`src/rtl/game_timer_ctrl_if.sv`:
```
// Bundle of the round-timer controls and status outputs; the master drives the
// controls, the slave (the timer) drives the status.
interface game_timer_ctrl_if;
   logic       start;
   logic       pause;
   logic       ko;
   logic [1:0] state;
   logic [6:0] secs_left;
   logic [3:0] bcd_tens;
   logic [3:0] bcd_ones;
   logic       sec_tick;
   logic       time_up;
   logic       warn;

   modport master (
      output start, pause, ko,
      input  state, secs_left, bcd_tens, bcd_ones, sec_tick, time_up, warn
   );

   modport slave (
      input  start, pause, ko,
      output state, secs_left, bcd_tens, bcd_ones, sec_tick, time_up, warn
   );
endinterface

```
`src/rtl/game_timer_ctrl.sv`:
```
// Round countdown timer: a prescaler produces one-second ticks that count a
// round down from ROUND_SECS, with pause, knockout and restart control.
module game_timer_ctrl #(
   parameter int TICK_DIV   = 50000000,
   parameter int ROUND_SECS = 99,
   parameter int WARN_SECS  = 10
) (
   input  logic             clk_in,
   input  logic             rst_n,
   game_timer_ctrl_if.slave bus
);

   localparam int PW = (TICK_DIV > 1) ? $clog2(TICK_DIV) : 1;

   typedef enum logic [1:0] {
      IDLE  = 2'b00,
      RUN   = 2'b01,
      PAUSE = 2'b10,
      DONE  = 2'b11
   } state_t;

   state_t        cur_state;
   state_t        next_state;
   logic [PW-1:0] presc;
   logic [6:0]    secs;
   logic          tick_reg;
   logic          time_up_reg;
   logic          tick;
   logic          last_tick;

   // A knockout pre-empts any tick landing on the same edge.
   assign tick      = (cur_state == RUN) && !bus.ko && (presc == PW'(TICK_DIV - 1));
   assign last_tick = tick && (secs == 7'd1);

   always_ff @(posedge clk_in) begin
      if (!rst_n) begin
         cur_state <= IDLE;
      end else begin
         cur_state <= next_state;
      end
   end

   always_comb begin
      next_state = cur_state;
      case (cur_state)
         IDLE: begin
            if (bus.start) next_state = RUN;
         end
         RUN: begin
            if (bus.ko)         next_state = DONE;
            else if (last_tick) next_state = DONE;
            else if (bus.pause) next_state = PAUSE;
         end
         PAUSE: begin
            if (bus.ko)          next_state = DONE;
            else if (!bus.pause) next_state = RUN;
         end
         DONE: begin
            if (bus.start) next_state = RUN;
         end
         default: next_state = IDLE;
      endcase
   end

   always_ff @(posedge clk_in) begin
      if (!rst_n) begin
         presc       <= '0;
         secs        <= 7'(ROUND_SECS);
         tick_reg    <= 1'b0;
         time_up_reg <= 1'b0;
      end else begin
         tick_reg    <= tick;
         time_up_reg <= last_tick;
         case (cur_state)
            IDLE: begin
               presc <= '0;
               secs  <= 7'(ROUND_SECS);
            end
            RUN: begin
               if (tick) begin
                  presc <= '0;
                  secs  <= secs - 7'd1;
               end else if (!bus.ko) begin
                  presc <= presc + PW'(1);
               end
            end
            DONE: begin
               if (bus.start) begin
                  presc <= '0;
                  secs  <= 7'(ROUND_SECS);
               end
            end
            default: begin
            end
         endcase
      end
   end

   // Decimal split by comparison chain; secs_left never exceeds 99.
   always_comb begin
      bus.state     = cur_state;
      bus.secs_left = secs;
      bus.sec_tick  = tick_reg;
      bus.time_up   = time_up_reg;
      bus.warn      = ((cur_state == RUN) || (cur_state == PAUSE)) &&
                      (secs <= 7'(WARN_SECS));
      bus.bcd_tens  = 4'd0;
      bus.bcd_ones  = 4'(secs);
      for (int t = 1; t <= 9; t++) begin
         if (secs >= 7'(t * 10)) begin
            bus.bcd_tens = 4'(t);
            bus.bcd_ones = 4'(secs - 7'(t * 10));
         end
      end
   end

endmodule

```
`src/flat_wrapper.sv`:
```
// flat-port wrapper written by rule: the top's interface ports become plain ports
module game_timer_ctrl_flat 
#(
   parameter int TICK_DIV   = 50000000,
   parameter int ROUND_SECS = 99,
   parameter int WARN_SECS  = 10
)
  (clk_in, rst_n, bus_start, bus_pause, bus_ko, bus_state, bus_secs_left, bus_bcd_tens, bus_bcd_ones, bus_sec_tick, bus_time_up, bus_warn);
  game_timer_ctrl_if bus_i ();
  input  logic clk_in;
  input  logic rst_n;
  input wire logic [$bits(bus_i.start)-1:0] bus_start;
  input wire logic [$bits(bus_i.pause)-1:0] bus_pause;
  input wire logic [$bits(bus_i.ko)-1:0] bus_ko;
  output wire logic [$bits(bus_i.state)-1:0] bus_state;
  output wire logic [$bits(bus_i.secs_left)-1:0] bus_secs_left;
  output wire logic [$bits(bus_i.bcd_tens)-1:0] bus_bcd_tens;
  output wire logic [$bits(bus_i.bcd_ones)-1:0] bus_bcd_ones;
  output wire logic [$bits(bus_i.sec_tick)-1:0] bus_sec_tick;
  output wire logic [$bits(bus_i.time_up)-1:0] bus_time_up;
  output wire logic [$bits(bus_i.warn)-1:0] bus_warn;
  assign bus_i.start = bus_start;
  assign bus_i.pause = bus_pause;
  assign bus_i.ko = bus_ko;
  assign bus_state = bus_i.state;
  assign bus_secs_left = bus_i.secs_left;
  assign bus_bcd_tens = bus_i.bcd_tens;
  assign bus_bcd_ones = bus_i.bcd_ones;
  assign bus_sec_tick = bus_i.sec_tick;
  assign bus_time_up = bus_i.time_up;
  assign bus_warn = bus_i.warn;
  game_timer_ctrl #(.TICK_DIV(TICK_DIV), .ROUND_SECS(ROUND_SECS), .WARN_SECS(WARN_SECS)) u_core (.clk_in(clk_in), .rst_n(rst_n), .bus(bus_i));
endmodule
```
`config.mk`:
```
export PLATFORM = sky130hd
export DESIGN_NAME = game_timer_ctrl_flat
export DESIGN_NICKNAME = d
export VERILOG_FILES = /design/src/rtl/game_timer_ctrl_if.sv /design/src/rtl/game_timer_ctrl.sv /design/src/flat_wrapper.sv
export SDC_FILE = /design/constraint.sdc
export NUM_CORES = 1
export LEC_CHECK = 0
export BUFFER_PORTS_ARGS = -buffer_cell sky130_fd_sc_hd__buf_2
export CORE_MARGIN = 4
export CORE_UTILIZATION = 40
export CTS_BUF_LIST = sky130_fd_sc_hd__clkbuf_2
export CTS_CLUSTER_SIZE = 10
export DETAILED_ROUTE_END_ITERATION = 8
export PLACE_DENSITY = 0.63
export SLEW_MARGIN = 20
export SYNTH_ARGS = -nofsm -noshare
export SYNTH_HDL_FRONTEND = slang
export SYNTH_SLANG_ARGS = --single-unit
```
`constraint.sdc`:
```
create_clock -name clk_in -period 3.3 [get_ports clk_in]
set_clock_uncertainty 0.15 [all_clocks]
set_input_delay 0.66 -clock clk_in [delete_from_list [all_inputs] [get_ports clk_in]]
set_output_delay 0.66 -clock clk_in [all_outputs]
set_load 0.01 [all_outputs]
```
==> summary.txt <==
Run status
  – Status: finished, final reports clean

Power
  – Leakage: 1.10 nW
  – Pwr per Cell Area: 454 nW/µm²
  – Maximum VDD drop: 0.245 mV

Layout
  – Number of diodes: 0
  – Multi-input combinational cell area: 1830 µm²
  – FF/Latch Area: 751 µm²
  – Layout cells sized above 1: roughly 21%
  – Commonest cells after routing, fill and taps aside: dfxtp_1, nor2_1, buf_2
  – Synth-to-Final Area Change: 11.9%
  – Filler Cell Count: 631
  – Max reg flops: 26
  – Nets: 377
  – Most common cell after layout, fill and taps aside: dfxtp_1
  – Biggest register: u_core.presc

Clocking
  – Clock transition at path regs: ~0.22 ns
  – Num CTS Buffers: 5
  – Postcts setup bufs: 0
  – H-Tree Level Count: 2
  – Clk_lat worst skew: ~0.41 ns
  – CTS tree: yes
  – Clock tree sinks: 37
  – CTS Buffer Depth: 2
  – Root Buffer: clkbuf_2

Setup path
  – CP arrival: 2.37 ns
  – FF-to-FF path depth: 7
  – Critical path endpoint category: output port
  – Worst Setup Path Type: register to output port
  – WP data required: roughly 2.5 ns
  – Max FO, Critical Path: 5
  – Worst setup SP type: register

Hold path
  – Worst hold path class: register to register
  – Hold Path Cell Cnt: 2

Global route
  – Vias in the first global route: 2265
  – Pin count of the biggest net entering global routing: 22
  – Antenna violations before repair: 0
  – Remaining Overflow, GRT: 0
  – Gr usage total: between 10% and 20%
  – First-pass GRT wire length: 11100 µm

Yosys
  – Cell Area, Synth: 2660 µm²
  – Post-Syn Nets: 357
  – Synth top area share: 27.8%
  – Largest cells by area after synthesis: dfxtp_1, ha_1, xnor2_1, nor2_1, a21oi_1
  – Synth warn: 0
  – Post-synthesis cell count: 336
  – Largest area contributor in the netlist: dfxtp_1
  – Flops & latches, synth: 37
  – Syn avg cell area: 7.92 µm²
  – Yosys cell types: a little under 70
  – Register area share after synthesis: between 20 and 30%
  – Number of synthesized flops with an enable pin: 0
  – Ys async rst share: 0%
  – Commonest register cell after synthesis: dfxtp_1

Timing
  – Final slew viol count: 0
  – Slew HR: 53.4%
  – Final worst path period need: 3.18 ns
  – Tcrit/Tclk final: 96.3%
  – WHS: 0.344 ns
  – Hold Fails Final Rpt: 0
  – Achievable frequency: 0.315 GHz
  – PnR worst setup slack: 0.122 ns
  – Final setup fails: 0
  – Slew @ Worst Pin: ~0.70 ns

Route
  – Routed WL: 6650 µm
  – DRC viols: 0
  – DR vias: 2503
  – 1st-iter DRT viols: between 150 and 200
  – Routed Antenna Nets: 0
  – WL/cell: 15.3 µm
  – Via density per instance: 5.77
  – First drt pass iteration count: 4

Placed design
  – Detail Placement HPWL: around 4800 µm
  – RD Place Congestion: 0.894
  – Port Buffers: 24
  – Dpl ws: 0.398 ns

Floorplan
  – Die width: 89.6 µm
  – FP Rows: 29
  – I/O pins: 25
  – Die height: 89.6 µm
  – Die ar.: 8030 µm²
  – Initial Utilization: 41.5%
  – Core area: 6420 µm²

Run
  – Number of max-cap violations: 0
==> cell type report <==
type,count,share of cell area (%)
multi-input combinational,264,61.3
clock buffer,5,0.840
sequential,37,25.2
clock inverter,3,1.55
tap,77,3.23
inverter,17,2.14
timing repair buffer,31,5.79
==> synth_stat cells (4+ instances only) <==
cell,count
a21oi_1,21
a31oi_1,4
and2_1,8
and3_1,8
and4_1,4
buf_2,7
clkbuf_1,10
dfxtp_1,37
ha_1,16
inv_1,17
nand2_1,22
nand3_1,9
nand4_1,6
nor2_1,30
nor2b_1,7
nor3_1,10
nor4_1,11
o21ai_0,19
or3_1,5
xnor2_1,16
==> metal layers <==
metal	track usage, %	up-vias	share of wire (%)
met1	26.1	1147	51
li1	-	1264	-
met4	4.60	0	1.2
met3	2.83	10	6.1
met2	25.2	82	41
met5	0	-	0
==> cells by family (layout without fill, tap and decap cells) <==
group           after synthesis  after routing  share of synthesized area (%)
mux                           1              1                          0.376
fa+ha+maj                    16             16                           7.52
buf+inv                      35             56                           5.40
xor+xnor                     19             19                           6.25
flops                        37             37                           27.8
compound gates               86             86                           22.3
simple gates                142            142                           30.4
==> path summary, 6_finish.rpt <==
kind	startpoint	endpoint	slack, ns
setup / recovery	u_core.bus.secs_left[3]$_SDFFE_PN0P_	bus_bcd_ones[3]	0.12
hold / removal	u_core.presc[1]$_SDFFE_PN0P_	u_core.presc[1]$_SDFFE_PN0P_	0.34
setup reg to reg	u_core.bus.state[1]$_SDFFE_PN0P_	u_core.presc[12]$_SDFFE_PN0P_	0.71
hold reg to reg	u_core.presc[1]$_SDFFE_PN0P_	u_core.presc[1]$_SDFFE_PN0P_	0.34
==> where the power goes <==
| part | internal (W) | total [W] | switching, W | leakage [nW] |
|---|---|---|---|---|
| clock network | 0.000129 | 0.000300 | 0.000171 | 0.0392 |
| registers | 0.000478 | 0.000521 | 0.0000436 | 0.300 |
| logic | 0.000208 | 0.000531 | 0.000323 | 0.766 |
| total | 0.000814 | 0.00135 | 0.000538 | 1.10 |
==> through the flow <==
| stage | power (W) | instance area [µm²] | instances | utilization [%] | TNS [ns] |
|---|---|---|---|---|---|
| final | 0.00135 | 2980 | 434 | 46.4 | 0 |
| after global routing | 0.00145 | 2980 | 434 | 46.4 | -0.00497 |
| after CTS | 0.00135 | 2930 | 434 | 45.5 | 0 |
| after detailed placement | 0.00104 | 2850 | 426 | 44.4 | 0 |
| after global placement | 0.00104 | 2850 | 426 | 44.4 | 0 |
| after floorplan | 0.000901 | 2660 | 336 | - | 0 |
==> worst max-delay path: stages (launching register included) <==
cell and delay (ns):
dfxtp_2 0.37, inv_1 0.08, ha_1 0.18, nor3b_2 0.16
or3_1 0.35, a2111oi_2 0.36, o21ai_1 0.13, a41oi_2 0.17
buf_2 0.15
==> what timing repair did <==
action	CTS	global route
resized for setup	2	14
hold buffers	0	0
pin swaps	0	1
endpoints found under the setup margin	1	4
Power figures use the tool's default switching activity.
